File: src/rtl/dda_stream_tx.sv
// rtl/dda_stream_tx.sv - DDA-out stream transmitter: packs ray results, buffers them, frames one sweep
// Small FIFO between the DDA core and the AXI-stream master; tlast is set by ray count, not hcount.
module dda_stream_tx #(
  parameter int SCREEN_WIDTH  = 320,
  parameter int SCREEN_HEIGHT = 180,
  parameter int DEPTH         = 4
) (
  input  logic        pixel_clk_in,
  input  logic        rst_n_in,
  input  logic        frame_start_in,
  input  logic        dda_valid_in,
  input  logic [8:0]  dda_hcount_in,
  input  logic [15:0] dda_line_height_in,
  input  logic        dda_wall_type_in,
  input  logic [3:0]  dda_map_data_in,
  input  logic [15:0] dda_wall_x_in,
  output logic        dda_ready_out,
  output logic        m_axis_tvalid_out,
  output logic [37:0] m_axis_tdata_out,
  output logic        m_axis_tlast_out,
  input  logic        m_axis_tready_in,
  output logic        overflow_out,
  output logic        frame_done_out
);

  localparam int AW = $clog2(DEPTH);
  localparam int CW = $clog2(SCREEN_WIDTH);
  localparam logic [AW:0]   FULL_CNT   = (AW+1)'(DEPTH);
  localparam logic [CW-1:0] LAST_RAY   = CW'(SCREEN_WIDTH - 1);
  localparam logic [15:0]   HEIGHT_MAX = 16'(SCREEN_HEIGHT);

  typedef enum logic [1:0] {IDLE, ACCEPT, DRAIN} state_t;

  state_t        state_q, state_d;
  logic [38:0]   mem [DEPTH];
  logic [AW-1:0] wr_ptr_q, rd_ptr_q;
  logic [AW:0]   count_q;
  logic [CW-1:0] ray_cnt_q;
  logic          overflow_q;
  logic          ready, push, pop, drop, frame_open, done, last_ray;
  logic [15:0]   height_clamped;
  logic [37:0]   ray_word;

  assign last_ray       = (ray_cnt_q == LAST_RAY);
  assign height_clamped = (dda_line_height_in > HEIGHT_MAX) ? HEIGHT_MAX : dda_line_height_in;
  assign ray_word       = {dda_hcount_in, height_clamped[7:0], dda_wall_type_in,
                           dda_map_data_in, dda_wall_x_in};

  // Empty buffer forces zero outputs, so reset clears tdata/tlast without resetting the storage.
  assign m_axis_tvalid_out = (count_q != '0);
  assign {m_axis_tlast_out, m_axis_tdata_out} = m_axis_tvalid_out ? mem[rd_ptr_q] : 39'd0;
  assign pop            = m_axis_tvalid_out && m_axis_tready_in;
  assign drop           = dda_valid_in && !ready && (state_q != IDLE);
  assign dda_ready_out  = ready;
  assign overflow_out   = overflow_q;
  assign frame_done_out = done;

  always_ff @(posedge pixel_clk_in or negedge rst_n_in) begin
    if (!rst_n_in) state_q <= IDLE;
    else           state_q <= state_d;
  end

  always_comb begin
    state_d    = state_q;
    ready      = 1'b0;
    push       = 1'b0;
    frame_open = 1'b0;
    done       = 1'b0;
    case (state_q)
      IDLE: begin
        if (frame_start_in) begin
          frame_open = 1'b1;
          state_d    = ACCEPT;
        end
      end
      ACCEPT: begin
        // Registered occupancy only: a pop in this cycle does not open a slot.
        ready = (count_q < FULL_CNT);
        push  = dda_valid_in && ready;
        if (push && last_ray) state_d = DRAIN;
      end
      DRAIN: begin
        if (count_q == '0) begin
          done    = 1'b1;
          state_d = IDLE;
        end
      end
      default: state_d = IDLE;
    endcase
  end

  always_ff @(posedge pixel_clk_in or negedge rst_n_in) begin
    if (!rst_n_in) begin
      wr_ptr_q   <= '0;
      rd_ptr_q   <= '0;
      count_q    <= '0;
      ray_cnt_q  <= '0;
      overflow_q <= 1'b0;
    end else begin
      if (push) begin
        wr_ptr_q  <= wr_ptr_q + 1'b1;
        ray_cnt_q <= ray_cnt_q + 1'b1;
      end
      if (pop) rd_ptr_q <= rd_ptr_q + 1'b1;
      case ({push, pop})
        2'b10:   count_q <= count_q + 1'b1;
        2'b01:   count_q <= count_q - 1'b1;
        default: count_q <= count_q;
      endcase
      if (frame_open) begin
        ray_cnt_q  <= '0;
        overflow_q <= 1'b0;
      end else if (drop) begin
        overflow_q <= 1'b1;
      end
    end
  end

  always_ff @(posedge pixel_clk_in) begin
    if (push) mem[wr_ptr_q] <= {last_ray, ray_word};
  end

endmodule

File: config.mk
export PLATFORM = sky130hd
export DESIGN_NAME = dda_stream_tx
export DESIGN_NICKNAME = d
export VERILOG_FILES = /design/src/rtl/dda_stream_tx.sv
export SDC_FILE = /design/constraint.sdc
export NUM_CORES = 1
export LEC_CHECK = 0
export CORE_MARGIN = 4
export CORE_UTILIZATION = 45
export CTS_BUF_LIST = sky130_fd_sc_hd__clkbuf_8 sky130_fd_sc_hd__clkbuf_16
export DETAILED_ROUTE_END_ITERATION = 16
export GPL_ROUTABILITY_DRIVEN = 0
export GPL_TIMING_DRIVEN = 0
export PLACE_DENSITY = 0.77
export SLEW_MARGIN = 10
export SYNTH_ARGS = -nofsm -noshare
export SYNTH_HDL_FRONTEND = slang
export SYNTH_SLANG_ARGS = --single-unit
File: constraint.sdc
create_clock -name pixel_clk_in -period 3.25 [get_ports pixel_clk_in]
set_clock_uncertainty 0.05 [all_clocks]
set_input_delay 0.325 -clock pixel_clk_in [delete_from_list [all_inputs] [get_ports pixel_clk_in]]
set_output_delay 0.325 -clock pixel_clk_in [all_outputs]
set_load 0.05 [all_outputs]
==> impl_metrics.env <==
export IMPL_run_status="completed"
export IMPL_synth_net_count=425
export IMPL_io_buffers=93
export IMPL_synth_compound_area_frac=0.0182
export IMPL_drtIter0Drc=190
export IMPL_critPathCaptureType="output port"
export IMPL_insertion_delay_ps=420
export IMPL_maxSlewHeadroom=0.411
export IMPL_r2r_end="count_q[2]$_DFFE_PN0P_"
export IMPL_maximum_ir_drop_on_the_vdd_rail_v=0.000607
export IMPL_synth_edff_count=156
export IMPL_grt_start_max_net_pins=22
export IMPL_maximum_clock_frequency_mhz=326
export IMPL_layout_commonest_cell="sky130_fd_sc_hd__edfxtp_1"
export IMPL_ys_dominant_reg_cell="sky130_fd_sc_hd__edfxtp_1"
export IMPL_preCtsSetupSlack_ps=442
export IMPL_nets=541
export IMPL_synth_xor_xnor_area_share=0.00875
export IMPL_diodes=0
export IMPL_ys_seq_elements=175
export IMPL_post_dp_hpwl_um=8420
export IMPL_drt_pass1_iter_count=4
export IMPL_final_min_period_over_clock_period=0.943
export IMPL_timing_worst_slew_pin_value_ps=881
export IMPL_first_global_vias=3921
export IMPL_start_util=0.459
export IMPL_place_detailed_instances=675
export IMPL_cts_buffers=17
export IMPL_startpoint_type="register"
export IMPL_htreeDepth=4
export IMPL_pwr_density_cell_nw_per_um2=992
export IMPL_die_area_sq_um=17600
export IMPL_synth_async_sr_flop_share=0.109
export IMPL_tritoncts_clock_tree="done"
export IMPL_drtAntennaViolNets=0
export IMPL_required_ps=2870
export IMPL_routed_via_count=3666
export IMPL_synthAdderAreaFrac=0.0136
export IMPL_cts_root_buf="sky130_fd_sc_hd__clkbuf_16"
export IMPL_cts_hold_fix_buffers=0
export IMPL_layout_area_overhead_vs_synth_pct=27.7
export IMPL_setup_viol_count_final=0
export IMPL_post_synth_num_cell_types=36
export IMPL_setup_repair_after_global_routing_missed_its_margin="false"
export IMPL_post_synth_top_area_fraction=0.668
export IMPL_clk_pin_slew_ps=60
export IMPL_grt_antenna_before_repair=1
export IMPL_reg2reg_from="count_q[2]$_DFFE_PN0P_"
export IMPL_timing_final_hold_violations=0
export IMPL_global_route_wire_length_before_repair_um=21000
export IMPL_n_fill_cell=1153
export IMPL_avgRoutedWirePerCell_um=18.4
export IMPL_ctsLongestPathBuffers=2
export IMPL_power_leakage_nw=3.03
export IMPL_largest_family_of_logic_cells_by_synthesized_area="multiplexers"
export IMPL_die_h_um=133
export IMPL_core_rowCount=45
export IMPL_sum_of_routed_wire_length_over_all_layers_um=13000
export IMPL_max_cap_viol_count=0
export IMPL_power_total_mw=8.88
export IMPL_synth_seq_area_share=0.736
export IMPL_post_route_worst_setup_slack_ps=185
export IMPL_rr_worst_depth=9
export IMPL_route_detailed_vias_per_inst=5.19
export IMPL_synth_area_leaders="sky130_fd_sc_hd__edfxtp_1 67%, sky130_fd_sc_hd__mux4_2 13%, sky130_fd_sc_hd__dfrtp_1 6.8%, sky130_fd_sc_hd__and2_1 3.9%, sky130_fd_sc_hd__ha_1 1.1%"
export IMPL_utilization=0.587
export IMPL_max_slew_violation_total_from_the_final_report=0
export IMPL_synth_simple_area_share=0.0777
export IMPL_synthesis_instances=367
export IMPL_worstPathArrival_ps=2690
export IMPL_most_used_cells_in_the_layout_excluding_fill_and_tap_cells="156 x sky130_fd_sc_hd__edfxtp_1, 88 x sky130_fd_sc_hd__clkdlybuf4s50_1, 40 x sky130_fd_sc_hd__and2_1, 39 x sky130_fd_sc_hd__mux4_2, 19 x sky130_fd_sc_hd__dfrtp_1"
export IMPL_die_width_um=133
export IMPL_finalCriticalPeriod_ps=3070
export IMPL_ios=94
export IMPL_grt_usage=0.157
export IMPL_library_cell_occupying_the_most_area_in_the_post_synthesis_netlist="sky130_fd_sc_hd__edfxtp_1"
export IMPL_syn_area_per_cell_sq_um=19.1
export IMPL_gr_total_overflow=0
export IMPL_detail_route_drc_violations=0
export IMPL_core_region_area_sq_um=15300
export IMPL_synthesis_area_sq_um=7010
export IMPL_critPathKind="register to output port"
export IMPL_hold_slack_ps=332
export IMPL_ys_warnings_count=0
export IMPL_clock_sinks=175
export IMPL_fraction_of_final_layout_cells_with_drive_strength_greater_than_1=0.173
export IMPL_post_cts_buffers=0
export IMPL_reg2reg_slack_ps=870
export IMPL_hold_path_class="input port to async pin"
export IMPL_instances_no_fill=707
export IMPL_post_synth_mux_area_share=0.130
export IMPL_max_fanout_on_critical_path=10
## layout make-up
type,count,area [sq um],area share
clock buffers,17,425,0.0475
multi-input cells,166,1740,0.195
well taps,211,264,0.0295
repair buffers,97,1040,0.116
flip-flops and latches,175,5160,0.576
inverters,10,37.5,0.00419
plain buffers,16,80.1,0.00895
clock inverters,15,204,0.0228
## worst max-delay path, cell delays in order, from the launching register on
cell and delay [ps]:
sky130_fd_sc_hd__dfrtp_1 320, sky130_fd_sc_hd__buf_2 160, sky130_fd_sc_hd__buf_2 350, sky130_fd_sc_hd__mux4_2 540
sky130_fd_sc_hd__and2_1 200, sky130_fd_sc_hd__clkdlybuf4s50_1 710
## stage by stage
stage	instance area, sq um	TNS (ps)
after detailed placement	8310	0
after global routing	8950	0
final	8950	0
after CTS	8940	0
after floorplan	7010	0
after global placement	8200	-37040
## metal layers
| metal | vias up | wire (um) | global-route usage |
|---|---|---|---|
| li1 | 1678 | - | - |
| met1 | 1870 | 5550 | 0.201 |
| met2 | 97 | 6500 | 0.253 |
| met3 | 19 | 680 | 0.0471 |
| met4 | 2 | 240 | 0.0652 |
| met5 | - | 20 | 0 |
## registers in the layout, indices dropped and copies added, names as in the netlist
name,cells
ray_cnt_q,9
overflow_out,1
mem,156
rd_ptr_q,2
count_q,3
state_q,2
wr_ptr_q,2
## timing repair
item,CTS,global route
resized for setup,3,9
endpoints found under the setup margin,5,27
pin swaps,0,0
## synthesized netlist by cell type, types with 5 or more instances
cell type / n
sky130_fd_sc_hd__nand2_1: 8
sky130_fd_sc_hd__dfrtp_1: 19
sky130_fd_sc_hd__ha_1: 6
sky130_fd_sc_hd__nor2_1: 5
sky130_fd_sc_hd__mux4_2: 39
sky130_fd_sc_hd__clkbuf_1: 5
sky130_fd_sc_hd__o21ai_0: 5
sky130_fd_sc_hd__or3_1: 6
sky130_fd_sc_hd__inv_1: 9
sky130_fd_sc_hd__edfxtp_1: 156
sky130_fd_sc_hd__and2_1: 44
sky130_fd_sc_hd__buf_2: 6
sky130_fd_sc_hd__a21oi_1: 7
## worst max-delay path by stage
stage                            start              endpoint  slack [ps]
2_1_floorplan   count_q[2]$_DFFE_PN0P_   mem[0][0]$_DFFE_PP_         920
3_3_place_gp              dda_valid_in  mem[0][24]$_DFFE_PP_        -260
3_5_place_dp    count_q[2]$_DFFE_PN0P_  m_axis_tdata_out[20]         440
4_1_cts         count_q[2]$_DFFE_PN0P_  m_axis_tdata_out[30]           3
5_1_grt        rd_ptr_q[0]$_DFFE_PN0P_  m_axis_tdata_out[20]           1
6_report       rd_ptr_q[0]$_DFFE_PN0P_  m_axis_tdata_out[27]         180
## kinds of logic (layout without fill, tap and decap cells)
logic type | count (synthesis) | after routing
AOI/OAI and AO/OA | 20 | 20
xor gates and xnor gates | 7 | 7
adders and majority gates | 7 | 7
buffers and inverters | 26 | 155
DFF | 175 | 175
muxes | 42 | 42
and+or+nand+nor | 90 | 90
## report_power, final
part	internal (mW)	switching [mW]
Combinational	1.50	2.33
Sequential	2.79	0.114
Clock	1.35	0.790
Total	5.64	3.24
Note: power is estimated with default switching activity, not from simulation.
